[src/rtl/dram_access_ctrl.sv]
// Load/store access controller between the datapath memory stage and a
// word-organised data RAM with combinational read data.
//
// Accepts byte-addressed byte/half/word loads and stores. Loads are lane
// extracted and sign/zero extended. Sub-word stores are read-modify-write
// merged into the containing word. Misaligned or illegal-size requests are
// rejected with misalign_err and never touch the RAM.
//
// Ports:
//   clk, rst_n      clock (shared with the RAM), async active-low reset
//   req_*           request handshake and fields (accepted when valid & ready)
//   resp_valid      one-cycle completion pulse
//   resp_rdata      load result, 0 for stores/errors, held until next response
//   misalign_err    qualifies resp_valid: request was rejected
//   mem_we/addr/wdata  RAM write enable, word address, write data
//   mem_rdata       RAM read data (combinational from mem_addr)
module dram_access_ctrl #(
  parameter int unsigned ADDR_W = 5
) (
  input  logic              clk,
  input  logic              rst_n,
  input  logic              req_valid,
  output logic              req_ready,
  input  logic              req_we,
  input  logic [1:0]        req_size,
  input  logic              req_unsigned,
  input  logic [ADDR_W+1:0] req_addr,
  input  logic [31:0]       req_wdata,
  output logic              resp_valid,
  output logic [31:0]       resp_rdata,
  output logic              misalign_err,
  output logic              mem_we,
  output logic [ADDR_W-1:0] mem_addr,
  output logic [31:0]       mem_wdata,
  input  logic [31:0]       mem_rdata
);

  typedef enum logic [2:0] {StIdle, StLoad, StRmwRd, StWrite, StResp} state_e;

  state_e            state_q, state_d;
  logic [1:0]        size_q, size_d;
  logic              uns_q, uns_d;
  logic [ADDR_W+1:0] addr_q, addr_d;
  logic [15:0]       wdata_q, wdata_d;  // only the low half feeds sub-word merges
  logic              err_q, err_d;
  logic [31:0]       mem_wdata_q, mem_wdata_d;
  logic [31:0]       resp_rdata_q, resp_rdata_d;

  logic        req_misaligned;
  logic [4:0]  byte_shift;
  logic [4:0]  half_shift;
  logic [31:0] lane_data;
  logic [31:0] load_val;
  logic [31:0] merged;

  always_comb begin
    unique case (req_size)
      2'b00:   req_misaligned = 1'b0;
      2'b01:   req_misaligned = req_addr[0];
      2'b10:   req_misaligned = (req_addr[1:0] != 2'b00);
      default: req_misaligned = 1'b1;
    endcase
  end

  assign byte_shift = {addr_q[1:0], 3'b000};
  assign half_shift = {addr_q[1], 4'b0000};

  // Load path: move the addressed lane down to bit 0, then extend.
  assign lane_data = mem_rdata >> byte_shift;

  always_comb begin
    unique case (size_q)
      2'b00:   load_val = uns_q ? {24'h0, lane_data[7:0]}
                                : {{24{lane_data[7]}}, lane_data[7:0]};
      2'b01:   load_val = uns_q ? {16'h0, lane_data[15:0]}
                                : {{16{lane_data[15]}}, lane_data[15:0]};
      default: load_val = mem_rdata;
    endcase
  end

  // Store merge: clear the target lane of the old word and OR in new data.
  always_comb begin
    if (size_q == 2'b00) begin
      merged = (mem_rdata & ~(32'h0000_00ff << byte_shift))
             | ({24'h0, wdata_q[7:0]} << byte_shift);
    end else begin
      merged = (mem_rdata & ~(32'h0000_ffff << half_shift))
             | ({16'h0, wdata_q} << half_shift);
    end
  end

  always_comb begin
    state_d      = state_q;
    size_d       = size_q;
    uns_d        = uns_q;
    addr_d       = addr_q;
    wdata_d      = wdata_q;
    err_d        = err_q;
    mem_wdata_d  = mem_wdata_q;
    resp_rdata_d = resp_rdata_q;

    unique case (state_q)
      StIdle: begin
        if (req_valid) begin
          size_d  = req_size;
          uns_d   = req_unsigned;
          addr_d  = req_addr;
          wdata_d = req_wdata[15:0];
          err_d   = req_misaligned;
          if (req_misaligned) begin
            resp_rdata_d = 32'h0;
            state_d      = StResp;
          end else if (!req_we) begin
            state_d = StLoad;
          end else if (req_size == 2'b10) begin
            mem_wdata_d = req_wdata;
            state_d     = StWrite;
          end else begin
            state_d = StRmwRd;
          end
        end
      end
      StLoad: begin
        resp_rdata_d = load_val;
        state_d      = StResp;
      end
      StRmwRd: begin
        mem_wdata_d = merged;
        state_d     = StWrite;
      end
      StWrite: begin
        resp_rdata_d = 32'h0;
        state_d      = StResp;
      end
      StResp: begin
        state_d = StIdle;
      end
      default: begin
        state_d = StIdle;
      end
    endcase
  end

  always_ff @(posedge clk or negedge rst_n) begin
    if (!rst_n) begin
      state_q      <= StIdle;
      size_q       <= 2'b00;
      uns_q        <= 1'b0;
      addr_q       <= '0;
      wdata_q      <= 16'h0;
      err_q        <= 1'b0;
      mem_wdata_q  <= 32'h0;
      resp_rdata_q <= 32'h0;
    end else begin
      state_q      <= state_d;
      size_q       <= size_d;
      uns_q        <= uns_d;
      addr_q       <= addr_d;
      wdata_q      <= wdata_d;
      err_q        <= err_d;
      mem_wdata_q  <= mem_wdata_d;
      resp_rdata_q <= resp_rdata_d;
    end
  end

  // Decoded straight from the state register: glitch-free, and it falls
  // with the asynchronous reset so an interrupted store never commits.
  assign mem_we       = (state_q == StWrite);
  assign req_ready    = (state_q == StIdle);
  assign resp_valid   = (state_q == StResp);
  assign misalign_err = resp_valid & err_q;
  assign mem_addr     = addr_q[ADDR_W+1:2];
  assign mem_wdata    = mem_wdata_q;
  assign resp_rdata   = resp_rdata_q;

endmodule

[config.mk]
export PLATFORM = sky130hd
export DESIGN_NAME = dram_access_ctrl
export DESIGN_NICKNAME = d
export VERILOG_FILES = /design/src/rtl/dram_access_ctrl.sv
export SDC_FILE = /design/constraint.sdc
export NUM_CORES = 1
export LEC_CHECK = 0
export ABC_AREA = 1
export CORE_ASPECT_RATIO = 0.6
export CORE_MARGIN = 5
export CORE_UTILIZATION = 50
export DETAILED_ROUTE_END_ITERATION = 16
export PLACE_DENSITY = 0.87
export SLEW_MARGIN = 20
export SYNTH_ARGS = -nofsm -noshare
export SYNTH_HDL_FRONTEND = slang
export SYNTH_SLANG_ARGS = --single-unit
[constraint.sdc]
create_clock -name clk -period 2 [get_ports clk]
set_clock_uncertainty 0.1 [all_clocks]
set_input_delay 0.4 -clock clk [delete_from_list [all_inputs] [get_ports clk]]
set_output_delay 0.4 -clock clk [all_outputs]
set_load 0.005 [all_outputs]
## Word-level counts from Yosys, hierarchy flattened

Cells that the tools add are included.

- Equality and inequality tests: 12
- Shifts and indexed selects: 5
- Muxes and demuxes: 18
- Bitwise operators: 7
- Reduce and logical (&&, ||, !) cells: 10

Operator list:

| cell | count |
|---|---|
| 32-bit two-way mux | 9 |
| 32-bit case mux with 2 select lines | 2 |
| 32-bit case mux with 3 select lines | 1 |
| 32-bit bitwise AND | 2 |
| 32-bit NOT | 2 |
| 32-bit bitwise OR | 2 |
| 16-bit by 5-bit left shift with 32-bit output | 1 |
| 16-bit by 5-bit left shift with 32-bit output, first input constant | 1 |
| 8-bit by 5-bit left shift with 32-bit output | 1 |
| 8-bit by 5-bit left shift with 32-bit output, first input constant | 1 |
| 32-bit by 5-bit right shift with 16-bit output | 1 |
| 3-bit case mux with 3 select lines | 1 |
| 3-bit by 2-bit equality test with 1-bit output, second input constant | 2 |
| 3-bit two-way mux | 2 |
| 2-bit by 1-bit != test with 1-bit output, second input constant | 3 |
| 5-bit AND reduction | 1 |
| 2-bit by 1-bit equality test with 1-bit output, second input constant | 2 |
| 2-bit logical NOT | 2 |
| 2-bit != test, second input constant | 2 |
| 2-bit nonzero test | 2 |
| 3-bit by 1-bit equality test with 1-bit output, second input constant | 1 |
| 3-bit equality test, second input constant | 1 |
| 3-bit logical NOT | 1 |
| 1-bit case mux with 3 select lines | 1 |
| 8 further kinds | 8 |

- Register bits: 94
- Bits of input ports: 78
- Output and inout bits: 73
- Word-level logic and storage cells: 60

## Longest topological paths before layout

- Depth in word-level cells: 6
- Mapped depth: 11
- Gate-level depth less buffers: 9

## Least setup slack after synthesis

Ideal clock, no wire load.

- Kind: reg2reg
- From: register state_q[0]
- To: register addr_q[2]
- Arrival time: 1.394 ns
- Data required time: 1.783 ns
- Slack: 0.389 ns
- Cell stages (with the launch flop): 8
- Buffers on the path: 1
- Clock period less this slack: 1.611 ns
- Path through: dfrtp_1 -> nor3_2 -> inv_1 -> nor2_2 -> inv_1 -> clkbuf_1 -> nand2_1 -> nand2_1

- Cells in the longest elaborated chain, start to end: 2

Ends and longest elaborated chain:

| what | line | source |
|---|---|---|
| start, declared | 40 | `state_e state_q, state_d;` |
| start signal, assigned | 146 | `state_q <= StIdle;` |
| start signal, assigned | 155 | `state_q <= state_d;` |
| 3-bit logical NOT | -- |  |
| net req_ready | 23 | `output logic req_ready,` |
| 2-bit AND reduction (no line) | -- |  |
| end signal, assigned | 158 | `addr_q <= addr_d;` |
| end, declared | 43 | `logic [ADDR_W+1:0] addr_q, addr_d;` |

The timed path passes the listed nets, and every way through them passes these cells.
A chain may end at the register's enable or synchronous reset.

## Worst setup path after layout

- From: register state_q[0]
- To: register mem_wdata_q[23], in the netlist mem_wdata[23]

- Cells in the longest elaborated chain, start to end: 3
- Elaborated cells between the ends (all ways): 9

Ends and longest elaborated chain:

| what | line | source |
|---|---|---|
| 3-bit logical NOT / 3-bit by 2-bit equality test with 1-bit output (equally long branches) | 102 | `unique case (state_q)` |
| 2-bit by 1-bit != test with 1-bit output (no line), or another cell as far along | -- |  |
| 5-bit AND reduction (no line) | -- |  |
| end signal, assigned | 161 | `mem_wdata_q <= mem_wdata_d;` |
| end, declared | 46 | `logic [31:0] mem_wdata_q, mem_wdata_d;` |

Several ways; a longest one is shown, not always the timed one.

==> flow_metrics.env <==
export IMPL_outcome="finished, final reports clean"
export IMPL_drive_above_1_share=0.0723
export IMPL_max_freq_mhz=524
export IMPL_placed_area_sq_mm=0.00748
export IMPL_grt_max_degree=48
export IMPL_synth_xor_area_frac=0
export IMPL_synth_top_family_by_area="simple AND/OR/NAND/NOR gates"
export IMPL_die_w_um=148
export IMPL_critPathCaptureType="flip-flop"
export IMPL_hold_class="flip-flop to flip-flop"
export IMPL_drt_initial_drc_count=876
export IMPL_initial_utilization=0.508
export IMPL_cts_max_path_buffers=2
export IMPL_worstReg2RegStart="state_q[0]"
export IMPL_cts_tree="yes"
export IMPL_clkTransAtPathRegs_ps=70
export IMPL_drcViolationCount=0
export IMPL_slew_headroom=0.533
export IMPL_cts_root_buf="clkbuf_16"
export IMPL_worstMarginPinSlew_ps=700
export IMPL_post_route_period_util=0.955
export IMPL_hold_violations=0
export IMPL_first_global_vias=6118
export IMPL_fin_total_pwr_mw=12.3
export IMPL_dp_hpwl_um=14300
export IMPL_yosysUniqueCellTypes=23
export IMPL_ir_drop_mv=0.831
export IMPL_cts_htree_levels=3
export IMPL_synthMuxAreaShare=0
export IMPL_ys_seq_elements=94
export IMPL_die_h_um=92.9
export IMPL_clock_latency_ps=350
export IMPL_hold_depth=2
export IMPL_path_cells="buf_4, buf_4, nor3_4, buf_4, nand3_1, nand2_1, nand2_1, nand2_1"
export IMPL_final_common_cell="nand2_1"
export IMPL_seq_area_frac_synth=0.411
export IMPL_antenna_found_initial=0
export IMPL_synth_adder_area_share=0
export IMPL_fin_cells=1209
export IMPL_rsz0062_at_grt="no"
export IMPL_synth_compound_area_share=0.0175
export IMPL_layout_common_cells="nand2_1, clkdlybuf4s50_1, nand3_1, dfrtp_1, buf_4"
export IMPL_nets=1138
export IMPL_slowest_delay_ps=430
export IMPL_design_area_sq_mm=0.00784
export IMPL_cts_sinks=94
export IMPL_hold_path_startpoint="addr_q[2]"
export IMPL_coreArea_sq_mm=0.0113
export IMPL_n_antenna_cell=0
export IMPL_num_rows=30
export IMPL_drv_cap=0
export IMPL_crit_start="state_q[0]"
export IMPL_cp_arrival_ps=2100
export IMPL_power_density_mw_per_mm2=1570
export IMPL_grt_pass1_wl_um=31500
export IMPL_met2_length_um=8250
export IMPL_p_leak_nw=4.10
export IMPL_ys_top_cells_by_area="dfrtp_1, nand2_1, nand3_1"
export IMPL_preCtsSetupSlack_ps=-79.2
export IMPL_syn_avg_cell_area_sq_um=6.29
export IMPL_tritoncts_num_buffers=9
export IMPL_place_inst=1188
export IMPL_routed_via_density=5.45
export IMPL_drt_pass1_iterations=6
export IMPL_track_usage=0.284
export IMPL_vias=6586
export IMPL_setup_tns_ps=0
export IMPL_gp_congestion=0.964
export IMPL_synth_top_cell_area_share=0.411
export IMPL_setup_ws_ps=90.6
export IMPL_synth_area_leader_cell="dfrtp_1"
export IMPL_wl_um=19500
export IMPL_die_area_sq_mm=0.0137
export IMPL_drv_slew=0
export IMPL_syn_cell_area_sq_mm=0.00572
export IMPL_top_layer="met4"
export IMPL_critPathMaxFanout=32
export IMPL_syn_inst=910
export IMPL_report_final_setup_viol=0
export IMPL_synth_yosys_warnings=0
export IMPL_numPortBuffers=150
export IMPL_ioPinCount=151
export IMPL_synth_simple_area_share=0.509
export IMPL_ant_nets=0
export IMPL_startpoint_type="flip-flop"
export IMPL_required_ps=2190
export IMPL_synthesis_nets=988
export IMPL_wl_met3_um=2540
export IMPL_drt_met1_wl_um=8450
export IMPL_whs_ps=372
export IMPL_wl_per_cell_um=16.1
export IMPL_worst_r2r_path_depth=8
export IMPL_crit_slowest_cell="dfrtp_2"
export IMPL_area_delta_synth_final_pct=37.0
export IMPL_final_util=0.696
export IMPL_crit_type="flip-flop to flip-flop"
export IMPL_grt_overflow=0
export IMPL_min_period_ps=1910
-- synthesized netlist by cell type (all sizes together) --
cell / n
a21oi: 6
buf: 35
inv: 26
clkinv: 2
nor2: 35
nor4: 1
nand2: 538
o21ai: 8
o211ai: 4
dfrtp: 94
nor3: 3
clkbuf: 19
and2: 1
nand3: 138
-- sequential cells by signal, summed over array words and instances, names as in the netlist --
name and flops:
addr_q 7, err_q 1, mem_wdata 32, resp_rdata 32, size_q 2, state_q 3, uns_q 1, wdata_q 16
-- metal layers --
layer,vias up,GRT usage
met4,0,0.0507
met1,3032,0.425
li1,3135,-
met2,386,0.418
met5,-,0
met3,33,0.0738
-- area by class of cell --
class	instances	area (sq um)
Sequential cell	94	2350
Clock buffer	13	260
Fill cell	950	3420
Clock inverter	3	42.5
Tap cell	144	180
Timing Repair Buffer	193	1870
Multi-Input combinational cell	734	3030
Inverter	28	105
-- path summary, 6_finish.rpt --
check	endpoint	slack, ps
max in group asynchronous	resp_rdata[23]	750
min in group asynchronous	mem_wdata[18]	400
worst min-delay path	addr_q[2]	370
worst min register to register	addr_q[2]	370
worst max-delay path	mem_wdata[23]	90
worst max register to register	mem_wdata[23]	90
-- worst max-delay path, delay by kind of cell (launching register included) --
family | cells | cell delay (ps)
buf+inv | 3 | 650
simple gates | 5 | 640
flops | 1 | 430
-- power breakdown --
part           total (mW)  switching (mW)  internal, mW
registers            3.46           0.710          2.75
clock network        1.77           0.732          1.04
logic                7.10            4.10          3.00
total                12.3            5.54          6.79
-- cell families after synthesis --
| kind of cell | count (synthesis) |
|---|---|
| AO/OA/AOI/OAI | 18 |
| buffers and inverters | 82 |
| flip-flops | 94 |
| AND/OR/NAND/NOR | 716 |
-- timing repair --
item                                    4_1_cts  5_1_grt
endpoints found under the hold margin        23        0
resized for setup                            11        2
hold buffers                                  1        0
setup buffers                                 3        1
endpoints found under the setup margin        4        1
Power figures use the tool's default switching activity.
